<file path="config.mk">
export PLATFORM = sky130hd
export DESIGN_NAME = vga_top
export DESIGN_NICKNAME = d
export VERILOG_FILES = /design/src/rtl/vga_top.sv
export SDC_FILE = /design/constraint.sdc
export NUM_CORES = 1
export LEC_CHECK = 0
export BUFFER_PORTS_ARGS = -buffer_cell sky130_fd_sc_hd__clkbuf_2
export CAP_MARGIN = 30
export CORE_MARGIN = 4
export CORE_UTILIZATION = 57
export DETAILED_ROUTE_END_ITERATION = 16
export HOLD_SLACK_MARGIN = 0.08
export PLACE_DENSITY_LB_ADDON = 0.05
export SYNTH_ARGS = -nofsm -noshare
export SYNTH_HDL_FRONTEND = slang
export SYNTH_SLANG_ARGS = --single-unit
</file>
<file path="constraint.sdc">
create_clock -name clk_i -period 1.9 [get_ports clk_i]
set_input_delay 0.095 -clock clk_i [delete_from_list [all_inputs] [get_ports clk_i]]
set_output_delay 0.095 -clock clk_i [all_outputs]
set_load 0.1 [all_outputs]
</file>
<file path="src/rtl/vga_top.sv">
// VGA 640x480@60 test-pattern source: 25 MHz pixel enable from a 50 MHz clock,
// H/V timing counters, registered sync/colour-bar decode and a frame counter on the LEDs.
module vga_top #(
  parameter int H_VISIBLE = 640,
  parameter int H_FP      = 16,
  parameter int H_SYNC    = 96,
  parameter int H_BP      = 48,
  parameter int V_VISIBLE = 480,
  parameter int V_FP      = 10,
  parameter int V_SYNC    = 2,
  parameter int V_BP      = 33,
  parameter int BAR_WIDTH = 80
) (
  input  logic        clk_i,
  input  logic        arstn_i,
  output logic        VGA_HS_o,
  output logic        VGA_VS_o,
  output logic [11:0] RGB_o,
  output logic [11:0] LED_o
);
  localparam int H_TOTAL = H_VISIBLE + H_FP + H_SYNC + H_BP;
  localparam int V_TOTAL = V_VISIBLE + V_FP + V_SYNC + V_BP;
  localparam int HW = (H_TOTAL > 1) ? $clog2(H_TOTAL) : 1;
  localparam int VW = (V_TOTAL > 1) ? $clog2(V_TOTAL) : 1;

  localparam logic [HW-1:0] H_MAX = HW'(H_TOTAL - 1);
  localparam logic [VW-1:0] V_MAX = VW'(V_TOTAL - 1);
  localparam logic [HW-1:0] H_VIS = HW'(H_VISIBLE);
  localparam logic [VW-1:0] V_VIS = VW'(V_VISIBLE);
  localparam logic [HW-1:0] HS_LO = HW'(H_VISIBLE + H_FP);
  localparam logic [HW-1:0] HS_HI = HW'(H_VISIBLE + H_FP + H_SYNC - 1);
  localparam logic [VW-1:0] VS_LO = VW'(V_VISIBLE + V_FP);
  localparam logic [VW-1:0] VS_HI = VW'(V_VISIBLE + V_FP + V_SYNC - 1);
  localparam logic [HW-1:0] BAR_W = HW'(BAR_WIDTH);

  logic          div;
  logic [HW-1:0] hcnt;
  logic [VW-1:0] vcnt;
  logic [11:0]   frame_cnt;
  logic          h_last, v_last;

  assign h_last = (hcnt == H_MAX);
  assign v_last = (vcnt == V_MAX);

  // div doubles as the pixel enable: counters advance on every second clk
  always_ff @(posedge clk_i or negedge arstn_i) begin
    if (!arstn_i) begin
      div       <= 1'b0;
      hcnt      <= '0;
      vcnt      <= '0;
      frame_cnt <= '0;
    end else begin
      div <= ~div;
      if (div) begin
        hcnt <= h_last ? '0 : hcnt + HW'(1);
        if (h_last) begin
          vcnt <= v_last ? '0 : vcnt + VW'(1);
          if (v_last) frame_cnt <= frame_cnt + 12'd1;
        end
      end
    end
  end

  logic          hs_d, vs_d;
  logic [HW-1:0] bar;
  logic [2:0]    idx;
  logic [11:0]   rgb_d;

  always_comb begin
    hs_d  = !((hcnt >= HS_LO) && (hcnt <= HS_HI));
    vs_d  = !((vcnt >= VS_LO) && (vcnt <= VS_HI));
    bar   = hcnt / BAR_W;
    idx   = 3'(32'd7 - 32'(bar));
    rgb_d = '0;
    if ((hcnt < H_VIS) && (vcnt < V_VIS))
      rgb_d = {{4{idx[2]}}, {4{idx[1]}}, {4{idx[0]}}};
  end

  // one register stage on all decoded outputs keeps them mutually aligned
  always_ff @(posedge clk_i or negedge arstn_i) begin
    if (!arstn_i) begin
      VGA_HS_o <= 1'b1;
      VGA_VS_o <= 1'b1;
      RGB_o    <= '0;
    end else begin
      VGA_HS_o <= hs_d;
      VGA_VS_o <= vs_d;
      RGB_o    <= rgb_d;
    end
  end

  assign LED_o = frame_cnt;
endmodule

</file>
After elaboration in Yosys (flattened, before gate mapping)
Cells that the tools add are included.
Word-level totals
  register bits: 47
  input bits: 2
  output and inout port bits: 26
  word-level logic and storage cells: 31
Operators by class
  $add $sub $neg: 4
  divide/modulo/power cells: 1
  order comparisons: 6
  equal/unequal tests: 2
  multiplexer cells: 3
  bitwise logic cells: 1
  reduce and logical (&&, ||, !) cells: 7
Operators with widths (number)
  10-bit by 1-bit adder with 10-bit output, second input constant: 2
  10-bit == test, second input constant: 2
  10-bit 2-to-1 mux: 2
  12-bit by 1-bit adder with 12-bit output, second input constant: 1
  12-bit 2-to-1 mux: 1
  10-bit by 7-bit divider with 10-bit output, second input constant: 1
  10-bit >= comparator, second input constant: 1
  10-bit by 9-bit >= comparator with 1-bit output, second input constant: 1
  10-bit <= comparator, second input constant: 1
  10-bit by 9-bit <= comparator with 1-bit output, second input constant: 1
  10-bit less-than comparator, second input constant: 1
  10-bit by 9-bit less-than comparator with 1-bit output, second input constant: 1
  1-bit logical AND: 3
  3-bit AND reduction: 1
  3-bit subtractor, first input constant: 1
  1-bit logical NOT: 2
  2-bit AND reduction: 1
  1-bit NOT: 1

Depth between registers and ports, before layout
Gate-level depths: netlist of run 1.
  depth after elaboration: 3
  gate-level depth with buffers: 7
  depth with buffers taken out: 6

Least setup slack after synthesis of run 1
Ideal clock, no wire load.
  kind: register to register
  start point: register frame_cnt[2], in the netlist LED_o[2]
  end point: register frame_cnt[11], in the netlist LED_o[11]
  setup time: 161 ps
  arrival time: 1949 ps
  data required time: 1739 ps
  slack: -210 ps
  cell stages (with the launch flop): 5
  buffers on the path: 0
  clock period less this slack: 2110 ps
  cell sequence: dfrtp_1 -> and3_1 -> nand4_1 -> nor4_4 -> xor2_1
Between the ends
  cells in the longest elaborated chain, start to end: 1
Ends and longest elaborated chain
  start: declaration: RTL line 39  | logic [11:0] frame_cnt;
  start signal: assignment: RTL line 58  | if (v_last) frame_cnt <= frame_cnt + 12'd1;
  12-bit by 1-bit adder with 12-bit output: RTL line 58
Every way passes these cells.
A chain may end at the register's enable or synchronous reset.

Worst setup path in the final report of run 1
  start point: register vcnt[0]
  end point: register frame_cnt[8], in the netlist LED_o[8]
Between the ends
  cells in the longest elaborated chain, start to end: 2
Ends and longest elaborated chain
  start: declaration: RTL line 38  | logic [VW-1:0] vcnt;
  start signal: assignment: RTL line 57  | vcnt <= v_last ? '0 : vcnt + VW'(1);
  10-bit == test: RTL line 43  | assign v_last = (vcnt == V_MAX);
  3-bit AND reduction (no line)
Every way passes these cells.

==> summary.txt, run 1 <==
GRT
  • Antenna violations before repair: 0
  • First-pass GRT wire length: 6840 um
  • GRT Residual Overflow: 0
  • Largest net degree at the start of global routing: 24
  • Global Route Usage Sum: between 10% and 20%
  • Number of global-route vias before repair: about 1500

Cells and area
  • Utilization after layout: about two thirds
  • Reg area: 961 um^2
  • Area Overhead vs Synth: 12.6%
  • Fillers: ~300
  • ANT cells: 0
  • Layout cell share with drive strength beyond 1: between 20% and 30%
  • Nets@finish: 242
  • Multi-input combinational cell area: 0.00102 mm^2

Place
  • Input/output buffers: 27
  • HPWL Detailed: roughly 3000 um
  • Routability cong.: about 0.86

Power
  • Clock share of power: between 30% and 40%
  • Switching Power: slightly below 300 uW
  • Sw Share: 21.3%
  • Reg power frac: between 50 and 60%
  • Int Pwr: 1070 uW
  • Leakage: ~0.0012 uW
  • Combinational Power Share: 1.5%
  • Pwr/cell area: 562 mW/mm^2
  • IR drop worst, VDD: 0.468 mV

Route
  • Detailed router's first-iteration violation count: 89
  • WL final: approximately 4000 um
  • # DRC: 0
  • Routed len/inst: about 14 um
  • DRT antenna net count: 0
  • Vias per inst: between 5 and 6
  • 1st-pass router iterations: 4
  • Total number of vias: around 1600

Synth
  • #FFs+latches synth: 38
  • Leading register cell type out of synthesis: dfrtp_1
  • Ys async rst share: between 90% and 100%
  • Syn Nets: between 200 and 250
  • Top post-synthesis cells by area: dfrtp_1 (42%), xor2_1 (6.9%), buf_4 (4.6%)
  • Cells after Synth: ~210
  • Syn_area_per_cell: 10.5 um^2
  • Area share of the largest cell type after synthesis: between 40% and 50%
  • Synth unique cells: 44
  • Number of synthesized flops with an enable pin: 0
  • Post-synthesis sequential area ratio: roughly 44%
  • Yosys warns: 0
  • Mapped Area: between 0.002 and 0.0025 mm^2
  • Synth area leader: dfrtp_1

CTS
  • Clock Pin Slew Worst Setup and Hold Paths: roughly 0.070 ns
  • Max Buffers Root-to-Sink: 2
  • Clk root buf: clkbuf_8
  • CTS tree: yes
  • H-tree lvl count: 2
  • Clk Latency, worst-skew pair: roughly 0.29 ns
  • TritonCTS Buffers: 5
  • CTS sink cnt: 38

Timing
  • Setup TNS: 0 ns
  • Minimum clock period: ~1.8 ns
  • Fin. Hold Viols: 0
  • Setup violators final: 0
  • Slew headroom: around 64%
  • RSZ-0062 raised after global routing: false
  • Pins over their slew limit: 0
  • Slew @ Worst Pin: approximately 0.54 ns
  • Max Freq: 567 MHz
  • Period utilization: ~93%
  • Clock Skew: 0.0129 ns

Critical path
  • CP arrival: 1.98 ns
  • CP Capture Type: register
  • Critical path peak fanout: 7
  • Crit path launch type: register
  • Setup Crit Path Kind: register to register
  • Worst EP required: between 2 and 2.5 ns

Die
  • I/O Pins: 28
  • Die Y: just under 70 um
  • Die W: 69.3 um
  • Die Area: between 0.004 and 0.005 mm^2
  • Starting density of the core: about 60%
  • Row Count: 22
  • Core Region: between 0.003 and 0.004 mm^2

Status
  • Status: completed

Job
  • Maxcap violations: 0

Min path
  • Hold Path Class: input port to asynchronous set/reset pin
==> cell type report <==
cell class	count	share of cell area (%)
multi-input cells	137	42.2
flip-flops and latches	38	39.8
repair buffers	43	10.7
clock buffers	6	3.01
well taps	48	2.49
inverters	9	1.40
clock inverters	2	0.415
==> cell usage in the layout (no fill, tap or decap), types with 4 or more instances in the layout <==
master / count
ha_1: 6
nor2_1: 12
o21ai_0: 8
xnor2_1: 6
nand2_1: 13
dfrtp_2: 6
clkbuf_2: 27
inv_1: 8
and3_1: 6
buf_4: 15
and4_1: 4
xor2_1: 17
a21oi_1: 4
dfrtp_1: 30
clkbuf_8: 5
nor3_1: 8
nand4_1: 6
nand3_1: 14
==> what timing repair did <==
item	CTS	global route
buffers inserted	0	0
hold buffers	1	0
gates resized for setup	0	4
hold endpoints to repair	38	0
setup endpoints to repair	0	13
==> cells by family after synthesis <==
group           count (synthesis)  share of synthesized area, %
xor+xnor                       23                          9.40
compound gates                 23                          6.89
simple gates                   81                          25.2
flops                          38                          44.5
buf+inv                        30                          8.58
fa+ha+maj                       6                          3.50
mux                             4                          1.93
==> flip-flops by register name, indices dropped and copies added, names as in the netlist <==
signal	count
LED_o	12
hcnt	10
vcnt	10
RGB_o	3
VGA_HS_o	1
VGA_VS_o	1
div	1
==> layer usage <==
layer  global-route usage (%)  wire, um
met1                     22.1      1830
met2                     28.6      1870
met3                     5.80       218
met4                     7.16        60
met5                        0         0
==> worst max-delay path: stages (launching register included) <==
cell	delay, ns
dfrtp_1	0.42
inv_2	0.10
ha_1	0.16
nor4b_4	0.20
nand3_1	0.16
buf_4	0.22
nor4b_4	0.27
xor2_1	0.17
==> metrics by stage <==
stage	power [uW]	area, um^2	setup WS (ns)	hold slack, ns	instances
2_1_floorplan	824	2150	0.0917	-0.201	205
3_3_place_gp	844	2310	0.146	0.0566	274
3_5_place_dp	844	2310	0.0727	0.0668	274
4_1_cts	1380	2400	0.0584	0.298	283
5_1_grt	1420	2410	0.0166	0.316	283
6_report	1360	2410	0.136	0.300	283
==> synth_stat cells (2+ instances only) <==
| library cell | count |
|---|---|
| a211oi_1 | 2 |
| a21oi_1 | 4 |
| and2_1 | 2 |
| and3_1 | 6 |
| and4_1 | 5 |
| buf_2 | 5 |
| buf_4 | 13 |
| buf_6 | 2 |
| dfrtp_1 | 36 |
| dfstp_2 | 2 |
| ha_1 | 6 |
| inv_1 | 9 |
| mux2i_1 | 3 |
| nand2_1 | 13 |
| nand2b_1 | 2 |
| nand3_1 | 14 |
| nand4_1 | 6 |
| nor2_1 | 12 |
| nor3_1 | 8 |
| nor4_4 | 3 |
| o21ai_0 | 8 |
| xnor2_1 | 6 |
| xor2_1 | 17 |
==> power by group through the flow <==
stage	Sequential, uW	Clock (uW)	Combinational [uW]
global route	808	585	24.3
CTS	808	547	21.7
finish	809	528	20.3
detailed placement	824	0	20.1
floorplan	824	0	0.000612
global placement	824	0	19.6
==> path summary, 6_finish.rpt <==
kind / from / to / slack [ns] / cells after the start
setup / recovery: vcnt[0]$_DFFE_PN0P_ / LED_o[8]$_DFFE_PN0P_ / 0.14 / 7
hold / removal: arstn_i / RGB_o[3]$_DFF_PN0_ / 0.30 / 3
setup reg to reg: vcnt[0]$_DFFE_PN0P_ / LED_o[8]$_DFFE_PN0P_ / 0.14 / 7
hold reg to reg: LED_o[11]$_DFFE_PN0P_ / LED_o[11]$_DFFE_PN0P_ / 0.47 / 1
max in group asynchronous: arstn_i / LED_o[0]$_DFFE_PN0P_ / 1.32 / 3
min in group clk_i: LED_o[11]$_DFFE_PN0P_ / LED_o[11]$_DFFE_PN0P_ / 0.47 / 1
Power figures use the tool's default switching activity.
==> run 2, diff against run 1 <==
- PLACE_DENSITY: default -> 0.77
- PLACE_DENSITY_LB_ADDON: 0.05 -> default
==> summary.txt, run 2 (synthesis results as in run 1) <==
Status
  • Status: completed (unchanged)

Timing
  • Minimum clock period: 1.77 ns (was 1.76 ns)
  • Slew headroom: 64.0% (was 63.9%)
  • Fin. Hold Viols: 0 (unchanged)
  • Pins over their slew limit: 0 (unchanged)
  • Setup violators final: 0 (unchanged)
  • Slew @ Worst Pin: 0.542 ns (was 0.543 ns)
  • Period utilization: 93.4% (was 92.9%)
  • Max Freq: 563 MHz (was 567 MHz)
  • Clock Skew: 0.00823 ns (was 0.0129 ns)
  • Hold WS: 0.391 ns (was 0.300 ns)

Min path
  • Hold Path Class: input port to asynchronous set/reset pin (unchanged)

CTS
  • Max Buffers Root-to-Sink: 2 (unchanged)
  • Clk root buf: clkbuf_8 (unchanged)
  • Clock Pin Slew Worst Setup and Hold Paths: 0.07 ns (about the same)
  • H-tree lvl count: 2 (unchanged)
  • TritonCTS Buffers: 5 (unchanged)
  • Clk Latency, worst-skew pair: 0.29 ns (about the same)
  • CTS tree: yes (unchanged)
  • CTS sink cnt: 38 (unchanged)

GRT
  • Largest net degree at the start of global routing: 39 (was 24)
  • First-pass GRT wire length: 7010 um (was 6840 um)
  • GRT Residual Overflow: 0 (unchanged)
  • Global Route Usage Sum: 18.0% (was 17.8%)
  • Number of global-route vias before repair: 1561 (was 1514)
  • Antenna violations before repair: 0 (unchanged)

Place
  • HPWL Detailed: 2870 um (was 3000 um)
  • Routability cong.: 0.839 (was 0.864)
  • Placed cells: 272 (was 274)
  • Input/output buffers: 27 (unchanged)

Cells and area
  • Utilization after layout: 66.1% (was 65.9%)
  • Most frequent cells in the layout: dfrtp_1 (30), clkbuf_2 (27), xor2_1 (17), nand3_1 (14), buf_4 (14) (was dfrtp_1 (30), clkbuf_2 (27), xor2_1 (17), buf_4 (15), nand3_1 (14))
  • Most common cell after layout, fill and taps aside: dfrtp_1 (unchanged)
  • Layout cell share with drive strength beyond 1: 29.4% (unchanged)
  • Largest register FFs: 12 (unchanged)
  • Area Overhead vs Synth: 12.9% (was 12.6%)
  • Fillers: 292 (was 298)
  • ANT cells: 0 (unchanged)
  • Post-route insts no fill: 283 (unchanged)
  • Nets@finish: 242 (unchanged)

Critical path
  • R2R depth: 7 (unchanged)
  • R2R setup slack: 0.13 ns (was 0.14 ns)
  • Crit path max-delay family: simple AND/OR/NAND/NOR gates (unchanged)
  • WP buf/inv: 2 (unchanged)
  • Critical path peak fanout: 11 (was 7)
  • CP Capture Type: register (unchanged)
  • Reg2reg start: vcnt[0]$_DFFE_PN0P_ (unchanged)
  • CP Cell Sequence: inv_1 > ha_1 > nor4b_2 > nand3_1 > buf_6 > nor4b_4 > xor2_1 (was inv_2 > ha_1 > nor4b_4 > nand3_1 > buf_4 > nor4b_4 > xor2_1)
  • Worst EP required: 2.11 ns (about the same)
  • Crit path launch type: register (unchanged)
  • Setup Crit Path Kind: register to register (unchanged)
  • Reg2Reg Capture Point: LED_o[8]$_DFFE_PN0P_ (unchanged)
  • Crit-path slowest cell: dfrtp_1 (unchanged)
  • CP arrival: 1.99 ns (was 1.98 ns)
  • Crit-path max cell delay: 0.41 ns (was 0.42 ns)

Job
  • Maxcap violations: 0 (unchanged)

Route
  • Total number of vias: 1578 (was 1570)
  • Vias per inst: 5.58 (was 5.55)
  • # DRC: 0 (unchanged)
  • 1st-pass router iterations: 5 (was 4)
  • Routed len/inst: 14.1 um (about the same)
  • DRT antenna net count: 0 (unchanged)
  • Detailed router's first-iteration violation count: 141 (was 89)
  • WL final: 4000 um (was 3980 um)

Die
  • I/O Pins: 28 (unchanged)
  • Die W: 69.3 um (unchanged)
  • Starting density of the core: 58.5% (unchanged)
  • Row Count: 22 (unchanged)
  • Die Y: 69.3 um (unchanged)
  • Die Area: 0.00481 mm^2 (unchanged)
  • Core Region: 0.00366 mm^2 (unchanged)

Power
  • IR drop worst, VDD: 0.503 mV (was 0.468 mV)
  • Pwr/cell area: 579 mW/mm^2 (was 562 mW/mm^2)
  • Leakage: 0.00124 uW (was 0.00125 uW)
run 2: cell types whose count changed in the layout (fill, tap and decap cells not counted), sizes merged:
cell | previous run | this run
clkbuf | 33 | 34
clkinv | 2 | 1
run 2: repair_timing:
item                       4_1_cts  5_1_grt
hold buffers                     1        0
setup endpoints to repair        0        4
buffers inserted                 0        2
resized for setup                0        3
hold endpoints to repair        36        0
run 2: power by group:
group / leakage [uW] / total [uW] / switching [uW] / internal (uW)
combinational: 0.000707 / 19.1 / 15.7 / 3.42
clock: 0.0000482 / 574 / 281 / 293
sequential: 0.000484 / 808 / 0 / 808
total: 0.00124 / 1400 / 297 / 1100
run 2: area by class of cell:
class,count,area (um^2),share of cell area (%)
multi-input combinational,137,1010,41.8
sequential,38,961,39.7
timing repair buffer,43,262,10.8
inverter,9,33.8,1.40
clock inverter,1,5.00,0.207
tap,48,60.1,2.48
clock buffer,7,86.3,3.57
run 2: how the worst max path moves through the flow:
stage | from | endpoint | cells past startpoint
global placement | hcnt[1]$_DFFE_PN0P_ | vcnt[8]$_DFFE_PN0P_ | 6
floorplan | LED_o[6]$_DFFE_PN0P_ | LED_o[11]$_DFFE_PN0P_ | 4
global route | vcnt[0]$_DFFE_PN0P_ | LED_o[8]$_DFFE_PN0P_ | 7
finish | vcnt[0]$_DFFE_PN0P_ | LED_o[8]$_DFFE_PN0P_ | 7
CTS | hcnt[0]$_DFFE_PN0P_ | vcnt[6]$_DFFE_PN0P_ | 6
detailed placement | hcnt[0]$_DFFE_PN0P_ | vcnt[8]$_DFFE_PN0P_ | 6
run 2: metal layers:
metal / vias to the layer above / part of all wire, % / wire (um) / GRT usage (%)
met5: - / 0 / 0 / 0
met4: 0 / 2.3 / 93 / 8.24
met3: 11 / 5.2 / 207 / 4.93
met2: 42 / 48 / 1920 / 28.7
met1: 756 / 44 / 1780 / 22.7
li1: 769 / - / - / -
run 2: worst register-to-register path, delay by kind of cell (launching register included):
family | cells | cell delay [ns]
buf+inv | 2 | 0.31
xor+xnor | 1 | 0.19
fa+ha+maj | 1 | 0.15
flops | 1 | 0.41
simple gates | 3 | 0.63
run 2: per-stage QoR:
| step | area [um^2] | setup TNS, ns | power [uW] | worst slack [ns] |
|---|---|---|---|---|
| 2_1_floorplan | 2150 | 0 | 824 | 0.0917 |
| 3_3_place_gp | 2290 | 0 | 843 | 0.123 |
| 3_5_place_dp | 2290 | 0 | 843 | 0.0722 |
| 4_1_cts | 2390 | 0 | 1420 | 0.0193 |
| 5_1_grt | 2420 | -0.00220 | 1470 | -0.00220 |
| 6_report | 2420 | 0 | 1400 | 0.125 |
==> run 3, diff against run 2 <==
- CORE_UTILIZATION: 57 -> 60
- CTS_BUF_LIST: default -> sky130_fd_sc_hd__clkbuf_8
- PLACE_DENSITY: 0.77 -> 0.8
==> summary.txt, run 3 (synthesis results as in run 1) <==
Status
  • Status: completed (unchanged)

Place
  • Routability cong.: 0.892 (was 0.839)
  • HPWL Detailed: 3180 um (was 2870 um)
  • Input/output buffers: 27 (unchanged)
  • Post-place setup slack: 0.0534 ns (was 0.0722 ns)

Cells and area
  • Multi-input combinational cell area: 0.00103 mm^2 (was 0.00101 mm^2)
  • Fillers: 232 (was 292)
  • Area Overhead vs Synth: 14.3% (was 12.9%)
  • Reg area: 961 um^2 (unchanged)
  • Most common cell after layout, fill and taps aside: dfrtp_1 (unchanged)
  • Largest register FFs: 12 (unchanged)
  • Nets@finish: 242 (unchanged)
  • Most frequent cells in the layout: dfrtp_1 (30), clkbuf_2 (27), xor2_1 (17), buf_4 (14) (was dfrtp_1 (30), clkbuf_2 (27), xor2_1 (17), nand3_1 (14), buf_4 (14))
  • Layout cell share with drive strength beyond 1: 30.6% (was 29.4%)
  • ANT cells: 0 (unchanged)

Power
  • Leakage: 0.00127 uW (was 0.00124 uW)
  • IR drop worst, VDD: 0.424 mV (was 0.503 mV)
  • Pwr/cell area: 612 mW/mm^2 (was 579 mW/mm^2)

Die
  • Die Area: 0.00459 mm^2 (was 0.00481 mm^2)
  • Die W: 67.8 um (was 69.3 um)
  • Starting density of the core: 63.2% (was 58.5%)
  • Row Count: 21 (was 22)
  • I/O Pins: 28 (unchanged)
  • Die Y: 67.8 um (was 69.3 um)
  • Core Region: 0.00339 mm^2 (was 0.00366 mm^2)

CTS
  • Max Buffers Root-to-Sink: 2 (unchanged)
  • TritonCTS Buffers: 5 (unchanged)
  • CTS sink cnt: 38 (unchanged)
  • Clk Latency, worst-skew pair: 0.29 ns (about the same)
  • Clock Pin Slew Worst Setup and Hold Paths: 0.07 ns (about the same)
  • H-tree lvl count: 2 (unchanged)
  • Clk root buf: clkbuf_8 (unchanged)
  • CTS tree: yes (unchanged)

Timing
  • Pins over their slew limit: 0 (unchanged)
  • Hold WS: 0.284 ns (was 0.391 ns)
  • Period utilization: 92.4% (was 93.4%)
  • Slew headroom: 63.3% (was 64.0%)
  • Final worst slack: 0.144 ns (was 0.125 ns)
  • Fin. Hold Viols: 0 (unchanged)
  • Clock Skew: 0.00555 ns (was 0.00823 ns)
  • Minimum clock period: 1.76 ns (was 1.77 ns)
  • Max Freq: 569 MHz (was 563 MHz)
  • Setup violators final: 0 (unchanged)
  • Slew @ Worst Pin: 0.552 ns (was 0.542 ns)

GRT
  • Largest net degree at the start of global routing: 21 (was 39)
  • Global Route Usage Sum: 20.3% (was 18.0%)
  • First-pass GRT wire length: 6770 um (was 7010 um)
  • Number of global-route vias before repair: 1532 (was 1561)
  • GRT Residual Overflow: 0 (unchanged)
  • Antenna violations before repair: 0 (unchanged)

Route
  • Detailed router's first-iteration violation count: 107 (was 141)
  • WL final: 4220 um (was 4000 um)
  • 1st-pass router iterations: 4 (was 5)
  • Vias per inst: 5.72 (was 5.58)
  • Routed len/inst: 15.0 um (was 14.1 um)
  • # DRC: 0 (unchanged)
  • Total number of vias: 1606 (was 1578)
  • DRT antenna net count: 0 (unchanged)

Min path
  • Hold Path Class: input port to asynchronous set/reset pin (unchanged)

Critical path
  • Worst EP required: 2.12 ns (was 2.11 ns)
  • Critical path peak fanout: 11 (unchanged)
  • Crit path launch type: register (unchanged)
  • Setup Crit Path Kind: register to register (unchanged)
  • R2R setup slack: 0.14 ns (was 0.13 ns)
  • R2R depth: 7 (unchanged)
  • CP arrival: 1.98 ns (was 1.99 ns)
  • CP Capture Type: register (unchanged)

Job
  • Maxcap violations: 0 (unchanged)
## run 3: cell types whose count changed in the layout (fill, tap and decap cells not counted), sizes merged
| cell | previous run | this run |
|---|---|---|
| clkinv | 1 | 2 |
| clkbuf | 34 | 32 |
| bufinv | 0 | 1 |
## run 3: worst paths after layout
kind | from | end
max reg2reg | vcnt[0]$_DFFE_PN0P_ | LED_o[11]$_DFFE_PN0P_
min in group clk_i | LED_o[11]$_DFFE_PN0P_ | LED_o[11]$_DFFE_PN0P_
max | vcnt[0]$_DFFE_PN0P_ | LED_o[11]$_DFFE_PN0P_
max in group asynchronous | arstn_i | VGA_VS_o$_DFF_PN1_
min reg2reg | LED_o[11]$_DFFE_PN0P_ | LED_o[11]$_DFFE_PN0P_
min | arstn_i | LED_o[9]$_DFFE_PN0P_
## run 3: final cells by class
type / instances / share of cell area (%)
multi-input combinational: 137 / 41.9
sequential: 38 / 39.2
timing repair buffer: 43 / 10.7
clock buffer: 5 / 2.81
tap: 46 / 2.35
clock inverter: 3 / 1.63
inverter: 9 / 1.38
## run 3: power by group
part	switching [uW]	internal, uW
Clock	285	386
Combinational	15.7	4.70
Sequential	0	808
## run 3: timing repair
| action | in CTS | in global routing |
|---|---|---|
| hold endpoints to repair | 17 | 0 |
| setup buffers | 0 | 2 |
| hold buffers | 1 | 0 |
| resized for setup | 0 | 8 |
| endpoints found under the setup margin | 0 | 10 |
## run 3: layer usage
metal,GRT usage (%),vias up,share of wire [%]
li1,-,761,-
met1,24.8,800,42
met4,10.6,0,2.1
met2,32.9,35,51
met5,0,-,0
met3,4.99,10,4.7
## run 3: metrics by stage
| step | power, uW | cells | area (um^2) | setup TNS (ns) | utilization [%] |
|---|---|---|---|---|---|
| finish | 1500 | 281 | 2450 | 0 | 72.3 |
| global route | 1560 | 281 | 2450 | -0.00121 | 72.3 |
| CTS | 1520 | 279 | 2410 | 0 | 71.1 |
| detailed placement | 845 | 270 | 2290 | 0 | 67.6 |
| global placement | 843 | 270 | 2290 | 0 | 67.6 |
| floorplan | 824 | 205 | 2150 | 0 | - |
## run 3: critical path: stages, from the launching register on
cell and delay [ns]:
dfrtp_1 0.42, inv_2 0.10, ha_1 0.18, nor4b_4 0.23, nand3_2 0.13, buf_6 0.18
nor4_4 0.27, xor2_1 0.17
